## config.mk

```make
export PLATFORM = sky130hd
export DESIGN_NAME = mult_share_arbiter_flat
export DESIGN_NICKNAME = d
export VERILOG_FILES = /design/src/rtl/mult_share_arbiter_pkg.sv /design/src/rtl/mult_share_arbiter_if.sv /design/src/rtl/mult_share_arbiter_rr_arbiter.sv /design/src/rtl/mult_signed.sv /design/src/rtl/mult_share_arbiter.sv /design/src/flat_wrapper.sv
export SDC_FILE = /design/constraint.sdc
export NUM_CORES = 1
export LEC_CHECK = 0
export ABC_AREA = 0
export CAP_MARGIN = 20
export CELL_PAD_IN_SITES_DETAIL_PLACEMENT = 1
export CELL_PAD_IN_SITES_GLOBAL_PLACEMENT = 1
export CORE_MARGIN = 3
export CORE_UTILIZATION = 48
export DETAILED_ROUTE_END_ITERATION = 8
export HOLD_SLACK_MARGIN = 0.02
export PLACE_DENSITY_LB_ADDON = 0.1
export SYNTH_ARGS = -nofsm -noshare
export SYNTH_HDL_FRONTEND = slang
export SYNTH_SLANG_ARGS = --single-unit
```

## constraint.sdc

```tcl
create_clock -name clk -period 13.17 [get_ports clk]
set_clock_uncertainty 0.05 [all_clocks]
set_input_delay 2.634 -clock clk [delete_from_list [all_inputs] [get_ports clk]]
set_output_delay 2.634 -clock clk [all_outputs]
set_load 0.02 [all_outputs]
```

## src/rtl/mult_share_arbiter_pkg.sv

```systemverilog
// Shared types and helpers for the time-shared multiplier arbiter.
// The tag struct carries the owning requester id alongside each product.
package mult_share_arbiter_pkg;

    // Widest id needed for the supported range of 2..8 requesters.
    localparam int MULT_SHARE_ID_MAX_W = 3;

    function automatic int mult_share_id_w(input int num_req);
        return (num_req < 2) ? 1 : $clog2(num_req);
    endfunction

    typedef struct packed {
        logic                           valid;
        logic [MULT_SHARE_ID_MAX_W-1:0] id;
    } mult_share_tag_t;

    localparam mult_share_tag_t MULT_SHARE_TAG_IDLE = '{valid: 1'b0, id: '0};

endpackage

```

## src/rtl/mult_share_arbiter_if.sv

```systemverilog
// Requester-facing bus of the shared multiplier: operand requests and product responses.
// Handshake: an operand pair transfers in any cycle where req_valid[i] & req_ready[i]; rsp_valid is a one-cycle pulse with no backpressure.
interface mult_share_arbiter_if #(
    parameter int NUM_REQ     = 4,
    parameter int DATA_WIDTHA = 16,
    parameter int DATA_WIDTHB = 16,
    parameter int MULT_DELAY  = 2
);
    import mult_share_arbiter_pkg::*;

    localparam int ID_W = mult_share_id_w(NUM_REQ);
    localparam int IF_W = $clog2(MULT_DELAY + 2);

    logic [NUM_REQ-1:0]                  req_valid;
    logic [NUM_REQ-1:0][DATA_WIDTHA-1:0] req_a;
    logic [NUM_REQ-1:0][DATA_WIDTHB-1:0] req_b;
    logic [NUM_REQ-1:0]                  req_ready;
    logic [NUM_REQ-1:0]                  rsp_valid;
    logic [DATA_WIDTHA+DATA_WIDTHB-1:0]  rsp_result;
    logic [ID_W-1:0]                     rsp_id;
    logic [IF_W-1:0]                     in_flight;

    modport master (
        output req_valid, req_a, req_b,
        input  req_ready, rsp_valid, rsp_result, rsp_id, in_flight
    );

    modport slave (
        input  req_valid, req_a, req_b,
        output req_ready, rsp_valid, rsp_result, rsp_id, in_flight
    );

endinterface

```

## src/rtl/mult_share_arbiter_rr_arbiter.sv

```systemverilog
// Combinational round-robin arbiter: one-hot grant searching upward from ptr with wrap,
// and the pointer value to load (one past the winner, or unchanged when idle).
module rr_arbiter #(
    parameter int N     = 4,
    parameter int IDX_W = 2
) (
    input  logic [N-1:0]     req,
    input  logic [IDX_W-1:0] ptr,
    input  logic             en,
    output logic [N-1:0]     gnt,
    output logic [IDX_W-1:0] gnt_idx,
    output logic             gnt_valid,
    output logic [IDX_W-1:0] ptr_next
);

    int cand;

    always_comb begin
        gnt       = '0;
        gnt_idx   = ptr;
        gnt_valid = 1'b0;
        cand      = 0;
        if (en) begin
            for (int off = 0; off < N; off++) begin
                cand = (int'(ptr) + off) % N;
                if (!gnt_valid && req[IDX_W'(cand)]) begin
                    gnt_valid = 1'b1;
                    gnt_idx   = IDX_W'(cand);
                end
            end
        end
        if (gnt_valid) begin
            gnt[gnt_idx] = 1'b1;
        end
        ptr_next = gnt_valid ? IDX_W'((int'(gnt_idx) + 1) % N) : ptr;
    end

endmodule

```

## src/rtl/mult_signed.sv

```systemverilog
// Pipelined signed multiplier with OUTPUT_DELAY register stages; maps onto a DSP block.
// The data pipe is deliberately not reset so it packs into the DSP registers.
module mult_signed #(
    parameter int WA           = 16,
    parameter int WB           = 16,
    parameter int OUTPUT_DELAY = 2
) (
    input  logic                 clk,
    input  logic signed [WA-1:0] a,
    input  logic signed [WB-1:0] b,
    output logic signed [WA+WB-1:0] p
);

    logic signed [WA+WB-1:0] prod_d;
    logic signed [WA+WB-1:0] pipe_q [OUTPUT_DELAY];

    always_comb begin
        prod_d = (WA+WB)'(a) * (WA+WB)'(b);
    end

    always_ff @(posedge clk) begin
        pipe_q[0] <= prod_d;
        for (int i = 1; i < OUTPUT_DELAY; i++) begin
            pipe_q[i] <= pipe_q[i-1];
        end
    end

    assign p = pipe_q[OUTPUT_DELAY-1];

endmodule

```

## src/rtl/mult_share_arbiter.sv

```systemverilog
// Time-shares one pipelined signed multiplier among NUM_REQ requesters with round-robin grant;
// a tag pipe matched to the multiplier latency steers each product back to its issuer.
module mult_share_arbiter
    import mult_share_arbiter_pkg::*;
#(
    parameter int NUM_REQ     = 4,
    parameter int DATA_WIDTHA = 16,
    parameter int DATA_WIDTHB = 16,
    parameter int MULT_DELAY  = 2
) (
    input  logic                 clk,
    input  logic                 reset,
    input  logic                 enable,
    mult_share_arbiter_if.slave  bus
);

    localparam int ID_W = mult_share_id_w(NUM_REQ);
    localparam int IF_W = $clog2(MULT_DELAY + 2);
    localparam int PW   = DATA_WIDTHA + DATA_WIDTHB;

    logic [ID_W-1:0]    ptr_q, ptr_d;
    logic [ID_W-1:0]    gnt_idx;
    logic [NUM_REQ-1:0] gnt;
    logic               gnt_valid;

    rr_arbiter #(.N(NUM_REQ), .IDX_W(ID_W)) u_rr (
        .req       (bus.req_valid),
        .ptr       (ptr_q),
        .en        (enable & ~reset),
        .gnt       (gnt),
        .gnt_idx   (gnt_idx),
        .gnt_valid (gnt_valid),
        .ptr_next  (ptr_d)
    );

    assign bus.req_ready = gnt;

    logic signed [DATA_WIDTHA-1:0] mul_a;
    logic signed [DATA_WIDTHB-1:0] mul_b;
    logic signed [PW-1:0]          mul_p;

    always_comb begin
        mul_a = '0;
        mul_b = '0;
        if (gnt_valid) begin
            mul_a = bus.req_a[gnt_idx];
            mul_b = bus.req_b[gnt_idx];
        end
    end

    mult_signed #(.WA(DATA_WIDTHA), .WB(DATA_WIDTHB), .OUTPUT_DELAY(MULT_DELAY)) u_mult (
        .clk (clk),
        .a   (mul_a),
        .b   (mul_b),
        .p   (mul_p)
    );

    // Tag pipe advances unconditionally in lockstep with the multiplier stages.
    mult_share_tag_t tag_q [MULT_DELAY];
    mult_share_tag_t tag_d [MULT_DELAY];
    mult_share_tag_t tag_out;

    always_comb begin
        tag_d[0].valid = gnt_valid;
        tag_d[0].id    = MULT_SHARE_ID_MAX_W'(gnt_idx);
        for (int i = 1; i < MULT_DELAY; i++) begin
            tag_d[i] = tag_q[i-1];
        end
    end

    assign tag_out = tag_q[MULT_DELAY-1];

    logic [NUM_REQ-1:0] rsp_valid_q, rsp_valid_d;
    logic [PW-1:0]      rsp_result_q, rsp_result_d;
    logic [ID_W-1:0]    rsp_id_q, rsp_id_d;
    logic [IF_W-1:0]    in_flight_q, in_flight_d;

    always_comb begin
        rsp_valid_d  = '0;
        rsp_result_d = rsp_result_q;
        rsp_id_d     = rsp_id_q;
        if (tag_out.valid) begin
            for (int i = 0; i < NUM_REQ; i++) begin
                rsp_valid_d[i] = (tag_out.id == MULT_SHARE_ID_MAX_W'(i));
            end
            rsp_result_d = mul_p;
            rsp_id_d     = tag_out.id[ID_W-1:0];
        end
        in_flight_d = in_flight_q + IF_W'(gnt_valid) - IF_W'(|rsp_valid_q);
    end

    always_ff @(posedge clk) begin
        if (reset) begin
            ptr_q        <= '0;
            rsp_valid_q  <= '0;
            rsp_result_q <= '0;
            rsp_id_q     <= '0;
            in_flight_q  <= '0;
            for (int i = 0; i < MULT_DELAY; i++) begin
                tag_q[i] <= MULT_SHARE_TAG_IDLE;
            end
        end else begin
            ptr_q        <= ptr_d;
            rsp_valid_q  <= rsp_valid_d;
            rsp_result_q <= rsp_result_d;
            rsp_id_q     <= rsp_id_d;
            in_flight_q  <= in_flight_d;
            for (int i = 0; i < MULT_DELAY; i++) begin
                tag_q[i] <= tag_d[i];
            end
        end
    end

    assign bus.rsp_valid  = rsp_valid_q;
    assign bus.rsp_result = rsp_result_q;
    assign bus.rsp_id     = rsp_id_q;
    assign bus.in_flight  = in_flight_q;

endmodule

```

## src/flat_wrapper.sv

```systemverilog
// flat-port wrapper written by rule: the top's interface ports become plain ports
module mult_share_arbiter_flat import mult_share_arbiter_pkg::*;
#(
    parameter int NUM_REQ     = 4,
    parameter int DATA_WIDTHA = 16,
    parameter int DATA_WIDTHB = 16,
    parameter int MULT_DELAY  = 2
)
  (clk, reset, enable, bus_req_valid, bus_req_a, bus_req_b, bus_req_ready, bus_rsp_valid, bus_rsp_result, bus_rsp_id, bus_in_flight);
  mult_share_arbiter_if #(.NUM_REQ(NUM_REQ), .DATA_WIDTHA(DATA_WIDTHA), .DATA_WIDTHB(DATA_WIDTHB), .MULT_DELAY(MULT_DELAY)) bus_i ();
  input  logic clk;
  input  logic reset;
  input  logic enable;
  input wire logic [$bits(bus_i.req_valid)-1:0] bus_req_valid;
  input wire logic [$bits(bus_i.req_a)-1:0] bus_req_a;
  input wire logic [$bits(bus_i.req_b)-1:0] bus_req_b;
  output wire logic [$bits(bus_i.req_ready)-1:0] bus_req_ready;
  output wire logic [$bits(bus_i.rsp_valid)-1:0] bus_rsp_valid;
  output wire logic [$bits(bus_i.rsp_result)-1:0] bus_rsp_result;
  output wire logic [$bits(bus_i.rsp_id)-1:0] bus_rsp_id;
  output wire logic [$bits(bus_i.in_flight)-1:0] bus_in_flight;
  assign bus_i.req_valid = bus_req_valid;
  assign bus_i.req_a = bus_req_a;
  assign bus_i.req_b = bus_req_b;
  assign bus_req_ready = bus_i.req_ready;
  assign bus_rsp_valid = bus_i.rsp_valid;
  assign bus_rsp_result = bus_i.rsp_result;
  assign bus_rsp_id = bus_i.rsp_id;
  assign bus_in_flight = bus_i.in_flight;
  mult_share_arbiter #(.NUM_REQ(NUM_REQ), .DATA_WIDTHA(DATA_WIDTHA), .DATA_WIDTHB(DATA_WIDTHB), .MULT_DELAY(MULT_DELAY)) u_core (.clk(clk), .reset(reset), .enable(enable), .bus(bus_i));
endmodule
```

==> summary by stage, run 1 <==
Synthesis
The number of enable flip-flop cells after synthesis is 0. The cell with the most instances after synthesis is sky130_fd_sc_hd__inv_1. Yosys attributes the largest share of cell area to sky130_fd_sc_hd__fa_1 (36%), sky130_fd_sc_hd__dfxtp_1 (15%), sky130_fd_sc_hd__inv_1 (7.7%), sky130_fd_sc_hd__ha_1 (7.6%), sky130_fd_sc_hd__mux2i_1 (7.5%). The post-synthesis async set-or-reset flop share is 0%.

The cell type with the largest total area after synthesis is sky130_fd_sc_hd__fa_1. When the netlist entered floorplanning its net count stood at around 2.0k. The post-synthesis instance total is 1521. The mapped netlist covers around 0.015 sq mm.

Ranked by instance count, the synthesized netlist is headed by sky130_fd_sc_hd__inv_1 (298), sky130_fd_sc_hd__fa_1 (262), sky130_fd_sc_hd__nor2_1 (203), sky130_fd_sc_hd__nand2_1 (126), sky130_fd_sc_hd__dfxtp_1 (112). The mean post-synth cell area is 9.55 sq um. The share of synthesized area occupied by flip-flops and latches is 15.4%. The count of unique library cells instantiated by Yosys is between 60 and 70. For this run, the number of Yosys warnings is 0. The area share of the leading cell type in the synthesized netlist is a little over a third. For this run, the leading register cell type out of synthesis is sky130_fd_sc_hd__dfxtp_1. After synthesis the netlist holds a flip-flop and latch count of 112.

Clock tree
The clock latency of the later-clocked register in the worst-skew pair is approximately 0.37 ns. No sink is reached through more buffers than the 2 on the longest clock path. The cts-stage hold buffer count is 0.

The cell chosen for the clock root is sky130_fd_sc_hd__clkbuf_16. Clock-pin slew was measured on the worst setup and hold paths at about 0.080 ns. TritonCTS built the clock tree. The number of sinks on the clock net is 112. The number of gates resized after cts is 0. The post-CTS setup repair buffer count is 0. The number of levels in the clock H-tree is 3. Counting the buffers created by CTS gives 9.

STA
The normalized max-slew margin is around two fifths. The actual slew at the worst max-slew pin is slightly below 0.9 ns. The sum of negative setup slack is 0 ns.

The final cycle utilization of the critical path is 87.8%. Counting I/O delays and the setup requirement, the final critical path takes about 12 ns. The number of endpoints with negative hold slack in the final report was 0. Setup repair after global routing left no endpoint under its margin.

Setup violations remaining at the end of the flow were counted as 0. The highest clock frequency the design can meet is 86.5 MHz. The number of max-slew violations in the final report is 0.

Final layout
The sequential cell area is ~0.0022 sq mm. The multi-input logic area is roughly 0.011 sq mm. At the end of the flow, the number of nets in the layout was around 2.2k. The growth of design area from synthesis to finish is 16.3%.

The fraction of the core area covered by cells at the end of the flow is between 50 and 60%. Of the cells placed in the final design, the portion with a size suffix greater than 1 is under 10%. The repair_antennas step left the layout with diodes totalling 0. Counting the fill cells in the layout gives between 3k and 4k.

Run status
The flow ran to the end, and the final reports show no timing, DRC or antenna violations.

Critical path
The cell with the largest stage delay on the worst path is sky130_fd_sc_hd__mux2i_1. The worst register-to-register path ends at u_core.u_mult.pipe_q[0][28]. STA classifies the critical path endpoint as a register. The data required time at the worst endpoint is 13.43 ns. In this run the critical register-to-register path is launched from u_core.ptr_q[0]. The highest fanout seen on the critical path is 19. STA puts the critical path data arrival time at approximately 12 ns. In this run the register-to-register setup slack is about 4.0 ns. The delay of the slowest cell on the worst path is 0.76 ns. The start-to-end type of the worst setup path is input pin to register. The most common cell type on the critical path is sky130_fd_sc_hd__fa_1.

The number of cells traversed by the worst register-to-register path is 24. STA classifies the critical path startpoint as an input pin.

Routing
Before antenna repair, the detailed router went through 5 iterations. The number of DRC violations after detailed-routing iteration 0 is approximately 560. After detailed routing, the number of remaining DRC violations is 0. The final wirelength is roughly 43000 microns. The total vias in the final route is 11.1k. The count of nets left with antenna violations once routing finished came out at 0. After detailed routing, the average wire length per cell comes to slightly above 20 microns. The routed via count divided by cell count is around 5.4.

GRT
The remaining global-route overflow is 0. The via count of the first global-routing pass is approximately 13k. The first global-routing pass estimated 68700 microns of wire.

The number of antenna violations at the first check in global routing is 0. Entering global routing, the biggest net connects 43 pins. The total routing resource utilization after global routing is a little over a quarter.

Hold path
The startpoint of the tightest hold check path is u_core.u_mult.pipe_q[0][13]. The kind of path behind the tightest hold check is register to register. The worst hold path endpoint is u_core.u_mult.pipe_q[1][13]. The number of instances on the worst hold path is 0.

Placement
Detailed placement ended at an HPWL of ~36000 microns. The number of port buffers is roughly 180. The congestion estimate from routability-driven global placement came to about 0.97.

Power
For this design the ratio of total power to cell area is 191 mW/mm^2. The total leakage power is 8.46 nW. The peak supply drop is roughly 0.28 mV.

Floorplan
179 I/O pins were placed. After floorplanning, the core was sized to cover around 0.03 sq mm. For this configuration, the core starts out at a cell density of 48.9%. Row generation in the floorplan step produced 63 rows.

The horizontal extent of the die is 180 microns. The height of the die is approximately 180 microns. The floorplan step defined a die boundary enclosing about 0.032 sq mm.

Flow run
The tool flagged a number of max-cap violations equal to 0.
[worst max-delay path: cells and delay by family]
kind / cells / cell delay [ns]
buffers and inverters: 5 / 1.13
AO/OA/AOI/OAI: 6 / 1.65
multiplexers: 1 / 0.76
XOR/XNOR: 1 / 0.70
AND/OR/NAND/NOR: 5 / 1.53
adder cells (fa/ha/maj): 7 / 3.38
[cells in the final DEF, fill, tap and decap left out, types with 4 or more instances in the layout]
master,instances
sky130_fd_sc_hd__inv_1,298
sky130_fd_sc_hd__fa_1,262
sky130_fd_sc_hd__nor2_1,203
sky130_fd_sc_hd__clkdlybuf4s50_1,177
sky130_fd_sc_hd__nand2_1,126
sky130_fd_sc_hd__dfxtp_1,111
sky130_fd_sc_hd__mux2i_1,109
sky130_fd_sc_hd__ha_1,88
sky130_fd_sc_hd__xnor2_1,27
sky130_fd_sc_hd__a21oi_1,25
sky130_fd_sc_hd__o21ai_0,20
sky130_fd_sc_hd__and3_1,16
sky130_fd_sc_hd__nor2_2,13
sky130_fd_sc_hd__nor3_1,13
sky130_fd_sc_hd__a21o_1,12
sky130_fd_sc_hd__and2_1,11
sky130_fd_sc_hd__nand3_1,11
sky130_fd_sc_hd__mux2_2,10
sky130_fd_sc_hd__mux2_4,10
sky130_fd_sc_hd__buf_4,10
sky130_fd_sc_hd__nor2b_1,9
sky130_fd_sc_hd__clkbuf_16,9
sky130_fd_sc_hd__mux2i_2,8
sky130_fd_sc_hd__mux2i_4,8
sky130_fd_sc_hd__xor2_1,8
sky130_fd_sc_hd__a211oi_1,7
sky130_fd_sc_hd__nand2b_1,6
sky130_fd_sc_hd__o211ai_1,5
sky130_fd_sc_hd__or2_1,4
sky130_fd_sc_hd__or2_2,4
[how the worst max path moves through the flow]
stage	to	start	cells after the start	slack (ns)
floorplan	u_core.u_mult.pipe_q[0][29]	bus_req_valid[0]	24	3.46
global placement	u_core.u_mult.pipe_q[0][29]	bus_req_valid[1]	24	1.58
detailed placement	u_core.u_mult.pipe_q[0][28]	bus_req_valid[1]	25	1.28
CTS	u_core.u_mult.pipe_q[0][29]	bus_req_valid[1]	24	1.66
global route	u_core.u_mult.pipe_q[0][29]	bus_req_valid[1]	24	1.14
finish	u_core.u_mult.pipe_q[0][28]	bus_req_valid[1]	25	1.60
[stage by stage]
| stage | instances | cell area (sq um) | setup slack (ns) | total power, W | hold WS [ns] |
|---|---|---|---|---|---|
| floorplan | 1521 | 14500 | 3.46 | 0.00229 | 0.260 |
| global placement | 2052 | 16600 | 1.58 | 0.00284 | 0.260 |
| detailed placement | 2052 | 16600 | 1.28 | 0.00296 | 0.263 |
| CTS | 2068 | 16900 | 1.66 | 0.00326 | 0.276 |
| global route | 2069 | 16900 | 1.14 | 0.00358 | 0.278 |
| finish | 2069 | 16900 | 1.60 | 0.00322 | 0.274 |
[flip-flops by register name (all words and copies together), names as in the netlist]
register	count
u_core.bus.in_flight	2
u_core.u_mult.pipe_q	64
u_core.bus.rsp_result	32
u_core.bus.rsp_id	2
u_core.ptr_q	2
u_core.tag_q	6
u_core.bus.rsp_valid	4
[power breakdown]
part | leakage, nW | internal, W | switching [W]
logic | 7.38 | 0.00101 | 0.00145
clock network | 0.145 | 0.000137 | 0.000132
registers | 0.928 | 0.000464 | 0.0000288
[logic make-up (layout without fill, tap and decap cells)]
family | Yosys count | count (layout) | synth area share, %
simple gates | 436 | 436 | 13.1
fa+ha+maj | 350 | 350 | 43.7
buf+inv | 349 | 507 | 9.94
mux | 145 | 145 | 11.3
flops | 112 | 112 | 15.4
compound gates | 93 | 93 | 4.29
xor+xnor | 36 | 36 | 2.22
[per-layer routing]
| layer | track usage (%) | routed length, microns | vias to the layer above |
|---|---|---|---|
| met2 | 50.3 | 22700 | 345 |
| li1 | - | - | 4979 |
| met5 | 0 | 0 | - |
| met3 | 4.37 | 2300 | 93 |
| met4 | 11.9 | 1970 | 0 |
| met1 | 31.5 | 15900 | 5677 |
[area by class of cell]
type	instances	area share (%)
multi-input cells	1060	64.2
flip-flops and latches	112	13.3
repair buffers	190	11.2
inverters	301	6.69
well taps	390	2.89
clock buffers	11	1.44
clock inverters	5	0.296
No activity file was read; power rests on OpenSTA's default activity.
==> inputs of run 2 (changes only) <==
--- a/config.mk
+++ b/config.mk
@@ -14,6 +14,7 @@
 export DETAILED_ROUTE_END_ITERATION = 8
 export HOLD_SLACK_MARGIN = 0.02
 export PLACE_DENSITY_LB_ADDON = 0.1
+export SLEW_MARGIN = 15
 export SYNTH_ARGS = -nofsm -noshare
 export SYNTH_HDL_FRONTEND = slang
 export SYNTH_SLANG_ARGS = --single-unit
==> constraint.sdc (replaced) <==
create_clock -name clk -period 13.17 [get_ports clk]
set_clock_uncertainty 0.05 [all_clocks]
set_input_delay 2.634 -clock clk [delete_from_list [all_inputs] [get_ports clk]]
set_output_delay 2.634 -clock clk [all_outputs]
set_load 0.01 [all_outputs]
==> run 2 against run 1 <==
Design area is the same. Largest power group unchanged. Sequential cell count is the same. Wire length is essentially flat.
==> summary by stage, run 2 (synthesis results as in run 1) <==
Flow run
Across the run, the number of max-cap violations was 0.

Clock tree
The buffer levels on the longest clock path is 2. Clock latency on the worst-skew pair, taken at its later pin, is about 0.37 ns. The number of buffers created by CTS is 9. After clock tree synthesis, the repair step resized 0 gates. In this run, post-CTS hold repair placed 0 buffers. In this run the number of H-tree levels came out at 3. In this run the post-CTS setup repair buffer count came out at 0. TritonCTS built the clock tree. Clock-pin slew was measured on the worst setup and hold paths at 0.08 ns. The number of sinks on the clock net is roughly 110. The cell chosen for the clock root is sky130_fd_sc_hd__clkbuf_16.

Final layout
The sequential cell area is 0.00224 sq mm. The top cell types in the final layout, fill and taps aside, are sky130_fd_sc_hd__inv_1 (298), sky130_fd_sc_hd__fa_1 (262), sky130_fd_sc_hd__nor2_1 (203). The area growth from synthesis to layout is 16.3%. The number of antenna repair diodes is 0. The number of flip-flops under the largest register name is 64.

Leaving out fill and tap cells, the most frequent cell in the layout is sky130_fd_sc_hd__inv_1. The final layout contains 2159 nets. The total of fill cells in the finished design is 3372. The post-route netlist has about 5.7% of its cells at a drive strength greater than 1. The register containing the most flip-flops in the final layout is u_core.u_mult.pipe_q. The multi-input logic area is between 0.01 and 0.015 sq mm.

Power
The clock group share of total power is about 8.4%. The peak supply drop is around 0.28 mV. Of the total power, the share spent switching nets is ~50%.

The relative contribution of sequential cells to total power is between 10% and 20%. The total power draw is 0.00321 W. Summed over all nets, the switching power comes to around 0.0016 W.

Power spread over the standard cell area amounts to 190 mW/mm^2. The internal power is 0.00161 W. The analysis attributes to cell leakage a power of about 8.5 nW.

Combinational logic is responsible for approximately 76% of the overall power.

Critical path
For the worst setup path, the data required time is 13.44 ns. The most common cell type on the critical path is sky130_fd_sc_hd__fa_1. For this run, the slowest stage of the critical path takes a little under 0.8 ns.

The worst setup path is launched from an input pin. STA classifies the critical path endpoint as a register. The cell with the largest stage delay on the worst path is sky130_fd_sc_hd__mux2i_1. The data arrival at the endpoint of the critical path is between 10 and 15 ns. The worst register-to-register path begins at u_core.ptr_q[0]. The start point of the critical path is bus_req_valid[1]. The start-to-end type of the worst setup path is input pin to register.

Of all nets on the critical path, the largest fanout is 19.

GRT
For this run, the total global-route usage over all layers was measured as a little over a quarter. Global routing used ~50% of the available met2 tracks. The pin count of the biggest net entering global routing is between 40 and 50. The number of antenna violations at the first check in global routing is 0. The global routing met3 resource utilization is between 4 and 5%. The via count of the first global-routing pass is roughly 13k. After global routing, the most crowded layer is met2.

The first global-routing pass estimated 68700 microns of wire. The global-route track usage on met1 is about a third. After global routing the overflow that remains totals 0.

Routing
In the final routed layout, each cell accounts on average for slightly above 20 microns. The count of nets left with antenna violations once routing finished came out at 0. The routed via count divided by cell count is around 5.4. The total vias in the final route is 11.1k. Summed over all layers, the routed wires come to about 43000 microns. The pre-antenna-repair detailed-routing pass consisted of 5 iterations. The number of DRC violations after detailed-routing iteration 0 is roughly 540. The post-route DRC violation count is 0.

STA
At the pin with the least slew margin, the transition time is just over 0.9 ns. Setup repair after global routing left no endpoint under its margin. The final cycle utilization of the critical path is between 80% and 90%.

The worst pin sits at a relative slew slack of 37.0%. Setup slack closes at between 1.5 and 2 ns. For the final routed database, the setup TNS stands at 0 ns.

The number of failing setup endpoints in the final timing report is 0. The highest clock frequency the design can meet is slightly below 90 MHz. Counting I/O delays and the setup requirement, the final critical path takes between 10 and 15 ns. The number of endpoints with negative hold slack in the final report is 0.

The number of max-slew violations in the final report came to 0.

Hold path
The startpoint of the tightest hold check path is u_core.u_mult.pipe_q[0][13]. The kind of path behind the tightest hold check is register to register.

Floorplan
The core box area is between 0.02 and 0.03 sq mm. The die is 180 microns tall. The die is about 180 microns wide. The placement row count is 63.

In this run the count of I/O pins placed on the die edge is about 180. The initial standard-cell utilization of the core is slightly below 50%. The overall die area is 0.0324 sq mm.

Placement
The HPWL reported at the end of detailed placement is 36200 microns. Routability-driven placement finished with a final weighted congestion of between 0.9 and 1. Input and output buffers added on the ports amount to roughly 180. The worst slack after detailed placement is about 1.3 ns.

Run status
The run finished with clean final reports.
-- run 2: cell counts in the layout (fill, tap and decap cells not counted) --
Identical to the previous run, type by type.
-- run 2: area by class of cell --
class	count	share of cell area, %
inverters	301	6.69
clock inverters	5	0.296
flip-flops and latches	112	13.3
clock buffers	11	1.44
multi-input cells	1060	64.2
well taps	390	2.89
repair buffers	190	11.2
-- run 2: through the flow --
step / hold slack [ns] / utilization, % / instances / cell area, sq um
floorplan: 0.260 / - / 1521 / 14500
global placement: 0.260 / 55.8 / 2052 / 16600
detailed placement: 0.263 / 55.8 / 2052 / 16600
CTS: 0.276 / 56.8 / 2068 / 16900
global route: 0.279 / 56.9 / 2069 / 16900
finish: 0.274 / 56.9 / 2069 / 16900
-- run 2: worst paths after layout --
| check | end | cells after the start | slack (ns) |
|---|---|---|---|
| setup / recovery | u_core.u_mult.pipe_q[0][28] | 25 | 1.60 |
| hold reg to reg | u_core.u_mult.pipe_q[1][13] | 0 | 0.27 |
| setup reg to reg | u_core.u_mult.pipe_q[0][28] | 24 | 3.95 |
| hold / removal | u_core.u_mult.pipe_q[1][13] | 0 | 0.27 |
-- run 2: power groups by stage --
stage / Sequential (W) / Clock [W] / Combinational, W
after global placement: 0.000499 / 0 / 0.00234
after global routing: 0.000505 / 0.000291 / 0.00278
after detailed placement: 0.000505 / 0 / 0.00244
after CTS: 0.000497 / 0.000278 / 0.00247
after floorplan: 0.000494 / 0 / 0.00179
final: 0.000494 / 0.000270 / 0.00245
-- run 2: routing by layer --
metal  wire length (microns)  vias to the layer above
li1                        -                     4983
met1                   15900                     5656
met2                   22600                      350
met3                    2390                       97
met4                    2000                        0
met5                       0                        -
-- run 2: worst max-delay path, delay by kind of cell --
family | cells | cell delay, ns
buf+inv | 5 | 1.13
fa+ha+maj | 7 | 3.38
simple gates | 5 | 1.52
mux | 1 | 0.78
xor+xnor | 1 | 0.70
compound gates | 6 | 1.64
